`src/rtl/i2c_bus_arbiter.sv`:
```
// i2c_bus_arbiter: round-robin sharing of one I2C master controller with NACK retry.
// Optional WAIT_END watchdog is compiled in when I2C_ARB_TIMEOUT_EN is defined.
module i2c_bus_arbiter #(
    parameter int NUM_REQ        = 3,
    parameter int MAX_RETRY      = 3,
    parameter int GAP_CYCLES     = 2,
    parameter int TIMEOUT_CYCLES = 1024
) (
    input  logic                  clk,
    input  logic                  reset,
    input  logic [NUM_REQ-1:0]    req,
    input  logic [24*NUM_REQ-1:0] req_data,
    output logic [NUM_REQ-1:0]    grant,
    output logic [NUM_REQ-1:0]    done,
    output logic [NUM_REQ-1:0]    err,
    output logic                  busy,
    output logic                  mgo,
    output logic [23:0]           i2c_data,
    input  logic                  mend,
    input  logic                  mack
);

    localparam int IW = (NUM_REQ > 1) ? $clog2(NUM_REQ) : 1;
    localparam int RW = (MAX_RETRY > 0) ? $clog2(MAX_RETRY + 1) : 1;
    localparam int GW = (GAP_CYCLES > 1) ? $clog2(GAP_CYCLES) : 1;

    typedef enum logic [1:0] {IDLE, LOAD, WAIT_END, GAP} state_t;

    state_t             state, state_nxt;
    logic [IW-1:0]      owner, owner_nxt;
    logic [IW-1:0]      rr_ptr, rr_ptr_nxt;
    logic [IW-1:0]      sel;
    logic [RW-1:0]      retry_cnt, retry_cnt_nxt;
    logic [GW-1:0]      gap_cnt, gap_cnt_nxt;
    logic               retry, retry_nxt;
    logic [NUM_REQ-1:0] grant_nxt, done_nxt, err_nxt;
    logic               mgo_nxt;
    logic [23:0]        data_nxt;
    logic               timed_out;

`ifdef I2C_ARB_TIMEOUT_EN
    logic [15:0] to_cnt;

    always_ff @(posedge clk or negedge reset) begin
        if (!reset)
            to_cnt <= '0;
        else if (state != WAIT_END)
            to_cnt <= '0;
        else
            to_cnt <= to_cnt + 16'd1;
    end

    assign timed_out = (state == WAIT_END) &&
                       (to_cnt == 16'(TIMEOUT_CYCLES - 1));
`else
    // Watchdog absent: a hung controller keeps the bus forever.
    assign timed_out = (TIMEOUT_CYCLES < 0);
`endif

    assign busy = (state != IDLE);

    // Lowest rotation offset from rr_ptr wins; scanned high-to-low so it lands last.
    always_comb begin
        int t;
        t   = 0;
        sel = rr_ptr;
        for (int k = NUM_REQ - 1; k >= 0; k--) begin
            t = (int'(rr_ptr) + k) % NUM_REQ;
            if (req[t])
                sel = IW'(t);
        end
    end

    always_comb begin
        state_nxt     = state;
        owner_nxt     = owner;
        rr_ptr_nxt    = rr_ptr;
        retry_cnt_nxt = retry_cnt;
        gap_cnt_nxt   = gap_cnt;
        retry_nxt     = retry;
        grant_nxt     = grant;
        done_nxt      = '0;
        err_nxt       = '0;
        mgo_nxt       = mgo;
        data_nxt      = i2c_data;
        unique case (state)
            IDLE: begin
                if (|req) begin
                    owner_nxt      = sel;
                    grant_nxt      = '0;
                    grant_nxt[sel] = 1'b1;
                    retry_cnt_nxt  = '0;
                    retry_nxt      = 1'b0;
                    state_nxt      = LOAD;
                end
            end
            LOAD: begin
                data_nxt  = req_data[owner*24 +: 24];
                mgo_nxt   = 1'b1;
                state_nxt = WAIT_END;
            end
            WAIT_END: begin
                if (mend || timed_out) begin
                    mgo_nxt     = 1'b0;
                    gap_cnt_nxt = '0;
                    retry_nxt   = 1'b0;
                    state_nxt   = GAP;
                    if (mend && mack) begin
                        done_nxt[owner] = 1'b1;
                    end else if (retry_cnt < RW'(MAX_RETRY)) begin
                        retry_cnt_nxt = retry_cnt + 1'b1;
                        retry_nxt     = 1'b1;
                    end else begin
                        err_nxt[owner] = 1'b1;
                    end
                end
            end
            GAP: begin
                if (gap_cnt == GW'(GAP_CYCLES - 1)) begin
                    if (retry) begin
                        state_nxt = LOAD;
                    end else begin
                        grant_nxt  = '0;
                        rr_ptr_nxt = (owner == IW'(NUM_REQ - 1)) ? '0 : owner + 1'b1;
                        state_nxt  = IDLE;
                    end
                end else begin
                    gap_cnt_nxt = gap_cnt + 1'b1;
                end
            end
            default: state_nxt = IDLE;
        endcase
    end

    always_ff @(posedge clk or negedge reset) begin
        if (!reset) begin
            state     <= IDLE;
            owner     <= '0;
            rr_ptr    <= '0;
            retry_cnt <= '0;
            gap_cnt   <= '0;
            retry     <= 1'b0;
            grant     <= '0;
            done      <= '0;
            err       <= '0;
            mgo       <= 1'b0;
            i2c_data  <= '0;
        end else begin
            state     <= state_nxt;
            owner     <= owner_nxt;
            rr_ptr    <= rr_ptr_nxt;
            retry_cnt <= retry_cnt_nxt;
            gap_cnt   <= gap_cnt_nxt;
            retry     <= retry_nxt;
            grant     <= grant_nxt;
            done      <= done_nxt;
            err       <= err_nxt;
            mgo       <= mgo_nxt;
            i2c_data  <= data_nxt;
        end
    end

endmodule

```
`config.mk`:
```
export PLATFORM = sky130hd
export DESIGN_NAME = i2c_bus_arbiter
export DESIGN_NICKNAME = d
export VERILOG_FILES = /design/src/rtl/i2c_bus_arbiter.sv
export SDC_FILE = /design/constraint.sdc
export NUM_CORES = 1
export LEC_CHECK = 0
export CORE_ASPECT_RATIO = 1.2
export CORE_MARGIN = 3
export CORE_UTILIZATION = 45
export CTS_BUF_LIST = sky130_fd_sc_hd__clkbuf_16
export DETAILED_ROUTE_END_ITERATION = 7
export GPL_ROUTABILITY_DRIVEN = 0
export PLACE_DENSITY = 0.88
export RECOVER_POWER = 100
export SLEW_MARGIN = 30
export SYNTH_ARGS = -nofsm -noshare
export SYNTH_HDL_FRONTEND = slang
export SYNTH_SLANG_ARGS = --single-unit
```
`constraint.sdc`:
```
create_clock -name clk -period 3.1 [get_ports clk]
set_input_delay 0.465 -clock clk [delete_from_list [all_inputs] [get_ports clk]]
set_output_delay 0.465 -clock clk [all_outputs]
set_load 0.05 [all_outputs]
```
# ---- Word level (Yosys, flattened, before mapping)
# Index checks and enable logic that the tools add are counted.
dict set report op_classes {
  addsub 5
  multipliers 1
  div 3
  n_lt_le_gt_ge 8
  n_eq_ne 10
  n_shift 1
  n_mux 47
  n_bitwise 1
  reduce_logical 18
}
# cell n
set op_table {}
lappend op_table {{$lt 32x4->1 const B} 3}
lappend op_table {{$shiftx 72x8->24} 1}
lappend op_table {{$mod 32x3->32 const B} 2}
lappend op_table {{$mod 3x3->32 const B} 1}
lappend op_table {{$mux 3} 10}
lappend op_table {{$mux 2} 11}
lappend op_table {{$mux 1} 15}
lappend op_table {{$ne 2x2->1 const B} 6}
lappend op_table {{$reduce_bool 2->1} 5}
lappend op_table {{$reduce_and 3->1} 3}
lappend op_table {{$pmux 2 s4} 1}
lappend op_table {{$bmux 1 s2} 3}
lappend op_table {{$eq 2x2->1 const B} 3}
lappend op_table {{$lt 2x3->1 const B} 2}
lappend op_table {{$pmux 1 s2} 3}
lappend op_table {{$pmux 3 s2} 1}
lappend op_table {{$reduce_and 2->1} 3}
lappend op_table {{$reduce_and 5->1} 1}
lappend op_table {{$add 2x1->2 const B} 2}
lappend op_table {{$demux 1 s2} 2}
lappend op_table {{$ge 2x1->1 const B} 2}
lappend op_table {{$mul 2x2->4 const B} 1}
lappend op_table {{$pmux 2 s2} 1}
lappend op_table {{$reduce_and 4->1} 1}
lappend op_table {{other kinds (9)} 11}
dict set report totals {
  ff_bits 44
  latch_bits 0
  ram_bits 0
  rom_bits 0
  inputBits 79
  out_inout_bits 35
  word_cells 105
  memories 0
}

# ---- Longest topological paths before layout
dict set report logic_depth {
  word_depth 14
  ltp_mapped 8
  ltp_nobuf 7
}

# ---- Worst setup path before layout
# No wires, ideal clock.
dict set report synth_path {
  path_type {register -> register}
  startpoint {register rr_ptr[0]}
  endpoint {register grant[1]}
  setup_ns 0.104
  arrival_ns 1.796
  required_time_ns 2.996
  setup_slack_ns 1.201
  path_stages_with_launch 8
  n_path_buf 1
  period_less_slack_ns 1.899
  cell_sequence {dfrtp_1 > inv_1 > ha_1 > buf_6 > a221o_1 > a221oi_2 > a21oi_2 > o41ai_2}
}
dict set report synth_between {
  elab_chain_cells 14
  word_cells_on_any_way 24
  classes_between {add/sub (2); div (3); order compare (2); mux (16); reduce/logical (1)}
}
# item line
set synth_rtl {}
lappend synth_rtl {{start, declared} 31} ;# logic [IW-1:0] rr_ptr, rr_ptr_nxt;
lappend synth_rtl {{start signal, assigned} 151} ;# rr_ptr <= rr_ptr_nxt;
lappend synth_rtl {{$add 2x2->3} 68} ;# t = (int'(rr_ptr) + k) % NUM_REQ;
lappend synth_rtl {{$mod 32x3->32} 68}
lappend synth_rtl {{$bmux 1 s2} 69} ;# if (req[t])
lappend synth_rtl {{$mux 1 (implied by the code) (2 in a row)} 69}
lappend synth_rtl {{$mux 2 (2 in a row)} 69}
lappend synth_rtl {{$mux 2 *} 69}
lappend synth_rtl {{$lt 2x3->1 (implied by the code) / $ge 2x1->1 (equally long branches)} 91} ;# grant_nxt[sel] = 1'b1;
lappend synth_rtl {{$logic_and 1x1->1 (implied by the code)} 91}
lappend synth_rtl {{$mux 1 (implied by the code)} 91}
lappend synth_rtl {{$demux 1 s2 *} 91}
lappend synth_rtl {{$mux 3 *} 88} ;# if (|req) begin
lappend synth_rtl {{$pmux 3 s2 *} 86} ;# unique case (state)
lappend synth_rtl {{end signal, assigned} 155} ;# grant <= grant_nxt;
lappend synth_rtl {{end, declared} 13} ;# output logic [NUM_REQ-1:0] grant,
# Mark *: on every way between the ends. The rest lies on a longest branch, timed or not. The select of a mux whose other input is x is not followed.
# A chain may end at the register's enable or synchronous reset.

# ---- Worst setup path in the final report
dict set report layout_path {
  startpoint {register owner[0]}
  endpoint {register i2c_data[10]}
}
dict set report layout_between {
  elab_chain_cells 2
}
# item line
set layout_rtl {}
lappend layout_rtl {{start, declared} 30} ;# logic [IW-1:0] owner, owner_nxt;
lappend layout_rtl {{start signal, assigned} 150} ;# owner <= owner_nxt;
lappend layout_rtl {{$mul 2x2->4} 98} ;# data_nxt = req_data[owner*24 +: 24];
lappend layout_rtl {{$shiftx 72x8->24} 98}
lappend layout_rtl {{end signal, assigned} 159} ;# i2c_data <= data_nxt;
lappend layout_rtl {{end, declared} 18} ;# output logic [23:0] i2c_data,
# Every way passes these cells.

==> out/qor.yml <==
timing:
  slew_headroom_pct: -54.8
  worst_pin_slew_ps: 2320
  fmax_ghz: 0.395
  finalSetupViolCount: 0
  min_period_over_period_pct: 81.7
  layout_min_cycle_time_ps: 2530
  grt_setup_unrepaired: "false"
  fin_skew_ps: 4.99
  hold_violations: 0
  tns_ps: 0
  slew_violations: 45
detailed_routing:
  routed_wl_mm: 6.84
  wire_per_inst_um: 15.3
  num_vias: 2334
  drc: 0
  avgViaCountPerCell: 5.22
  ant_nets: 0
  drtIter0Drc: 99
  dr.pass1.iters: 4
floorplanning:
  start_util_pct: 46.8
  die_h_um: 87.3
  boundaryPins: 114
  die_area_um2: 6440
  core_area_um2: 5300
  std_cell_rows: 29
  die_w_um: 73.8
global_route:
  grt_pass1_wl_mm: 10.9
  grt_pass1_vias: 2331
  track_usage_pct: 21.6
  grt_max_degree: 45
  grt-ovfl-total: 0
  antenna_found_initial: 0
setup_path:
  critPathArrivalTime_ps: 2670
  endpoint_kind: "flop"
  startpoint_type: "flop"
  r2r_cells: 5
  cp_max_fo: 18
  crit_required_ps: 3240
  critPathKind: "reg2reg"
finish:
  final_area_um2: 3780
  nNetsFinal: 472
  final_cells: 447
  drive_gt1_share_pct: 3.64
  layout_commonest_cell: "clkdlybuf4s50_1"
  fillCellCount: 405
  final_cell_mix: "clkdlybuf4s50_1, nor2_1, a21oi_1, dfrtp_1, dlygate4sd3_1"
  synthToLayoutAreaGrowth_pct: 52.5
  antenna_cells: 0
place:
  place_area_um2: 3630
  dp.cells: 439
  io_buffers: 113
  dpl.hpwl_mm: 5.16
run:
  cap_viol_max_count: 1
clock_network:
  clockBufferDepth: 2
  cts-hold-fix-buffers: 0
  clock_latency_ps: 280
  htree_levels: 2
  cts_resized: 0
  clkSinkCount: 44
  cts_setup_buffers: 0
  clkSlewWorstSetupHoldPaths_ps: 60
  cts_tree: "done"
  cts_made_buffers: 5
  cts_root_buffer: "clkbuf_16"
synthesis:
  syn-num-nets: 367
  synth_edf_count: 0
  ys.flop_type: "dfrtp_1"
  yosysSeqAreaShare_pct: 44.4
  synth_area_um2: 2480
  synthCells: 279
  ys_types: 40
  yosysWarnings: 0
  synthArstFlopShare_pct: 100
  synth_area_per_cell_um2: 8.89
  yosys_register_bits: 44
hold_path:
  min_path_type: "reg2reg"
  min_delay_path_depth: 1
run_status:
  violations: "capacitance limit, slew limit"
  status: "complete, but fails checks"
power_and_ir_drop:
  powerDensity_nw_per_um2: 1030
  leakagePower_uw: 0.00163
  power_uw: 3890
  ir_drop_uv: 681
synthesized netlist by cell type (2+ instances only):
master	instances	share of area, %
a22o_1	2	0.71
dfrtp_1	44	44
ha_1	9	4.5
buf_2	4	0.81
inv_1	11	1.7
nand3b_1	2	0.60
mux2i_1	26	10
nor2b_1	3	0.76
nor2_1	54	8.2
o31ai_1	2	0.60
a32o_1	2	0.81
nand2_1	15	2.3
nand3_1	2	0.40
a21oi_1	51	10
o21ai_0	14	2.8
clkbuf_1	12	1.8
nor3_1	3	0.60
routing by layer:
metal / track usage [%] / routed length (um) / vias up
li1: - / - / 1178
met4: 5.77 / 85 / 0
met2: 38.0 / 3430 / 79
met1: 25.9 / 2790 / 1070
met3: 5.54 / 534 / 7
met5: 0 / 0 / -
kinds of logic (layout without fill, tap and decap cells):
| kind of cell | count (synthesis) | in the layout | share of synthesized area, % |
|---|---|---|---|
| buf+inv | 29 | 135 | 4.89 |
| simple gates | 87 | 87 | 15.4 |
| mux | 27 | 27 | 10.9 |
| compound gates | 83 | 83 | 19.8 |
| fa+ha+maj | 9 | 9 | 4.54 |
| flops | 44 | 44 | 44.4 |
sequential cells by signal, summed over array words and instances, names as in the netlist:
name	count
gap_cnt	1
retry_cnt	2
err	3
done	3
owner	2
grant	3
state	2
retry	1
mgo	1
rr_ptr	2
i2c_data	24
report_power, final:
group	internal (uW)	switching, uW
Clock	378	208
Sequential	818	174
Combinational	817	1490
worst max-delay path: stages (launching register included):
cell      delay, ps
dfrtp_1         820
clkbuf_1       1000
mux2i_1         290
nor2_1           60
a21oi_1         130
a21oi_1          90
stage by stage:
step	setup WS [ps]	hold slack [ps]	util, %
4_1_cts	661	366	71.7
5_1_grt	310	484	71.4
3_5_place_dp	855	467	68.5
6_report	567	472	71.4
3_3_place_gp	929	462	68.5
2_1_floorplan	1200	169	-
final timing paths:
kind                              startpoint           end  slack [ps]
max in group asynchronous              reset  i2c_data[15]         900
worst min register to register  i2c_data[17]  i2c_data[17]         470
worst max-delay path                owner[0]  i2c_data[10]         570
worst min-delay path            i2c_data[17]  i2c_data[17]         470
worst max register to register      owner[0]  i2c_data[10]         570
min in group asynchronous              reset  i2c_data[11]         880
area by class of cell:
type                    count  area (um2)  share of cell area (%)
clock buffers               5         125                    3.31
inverters                  11        41.3                    1.09
well taps                  62        77.6                    2.05
clock inverters             3        42.5                    1.12
repair buffers            116        1140                    30.2
multi-input cells         206        1250                    33.1
flip-flops and latches     44        1100                    29.1
(Power assumes the default switching activity.)
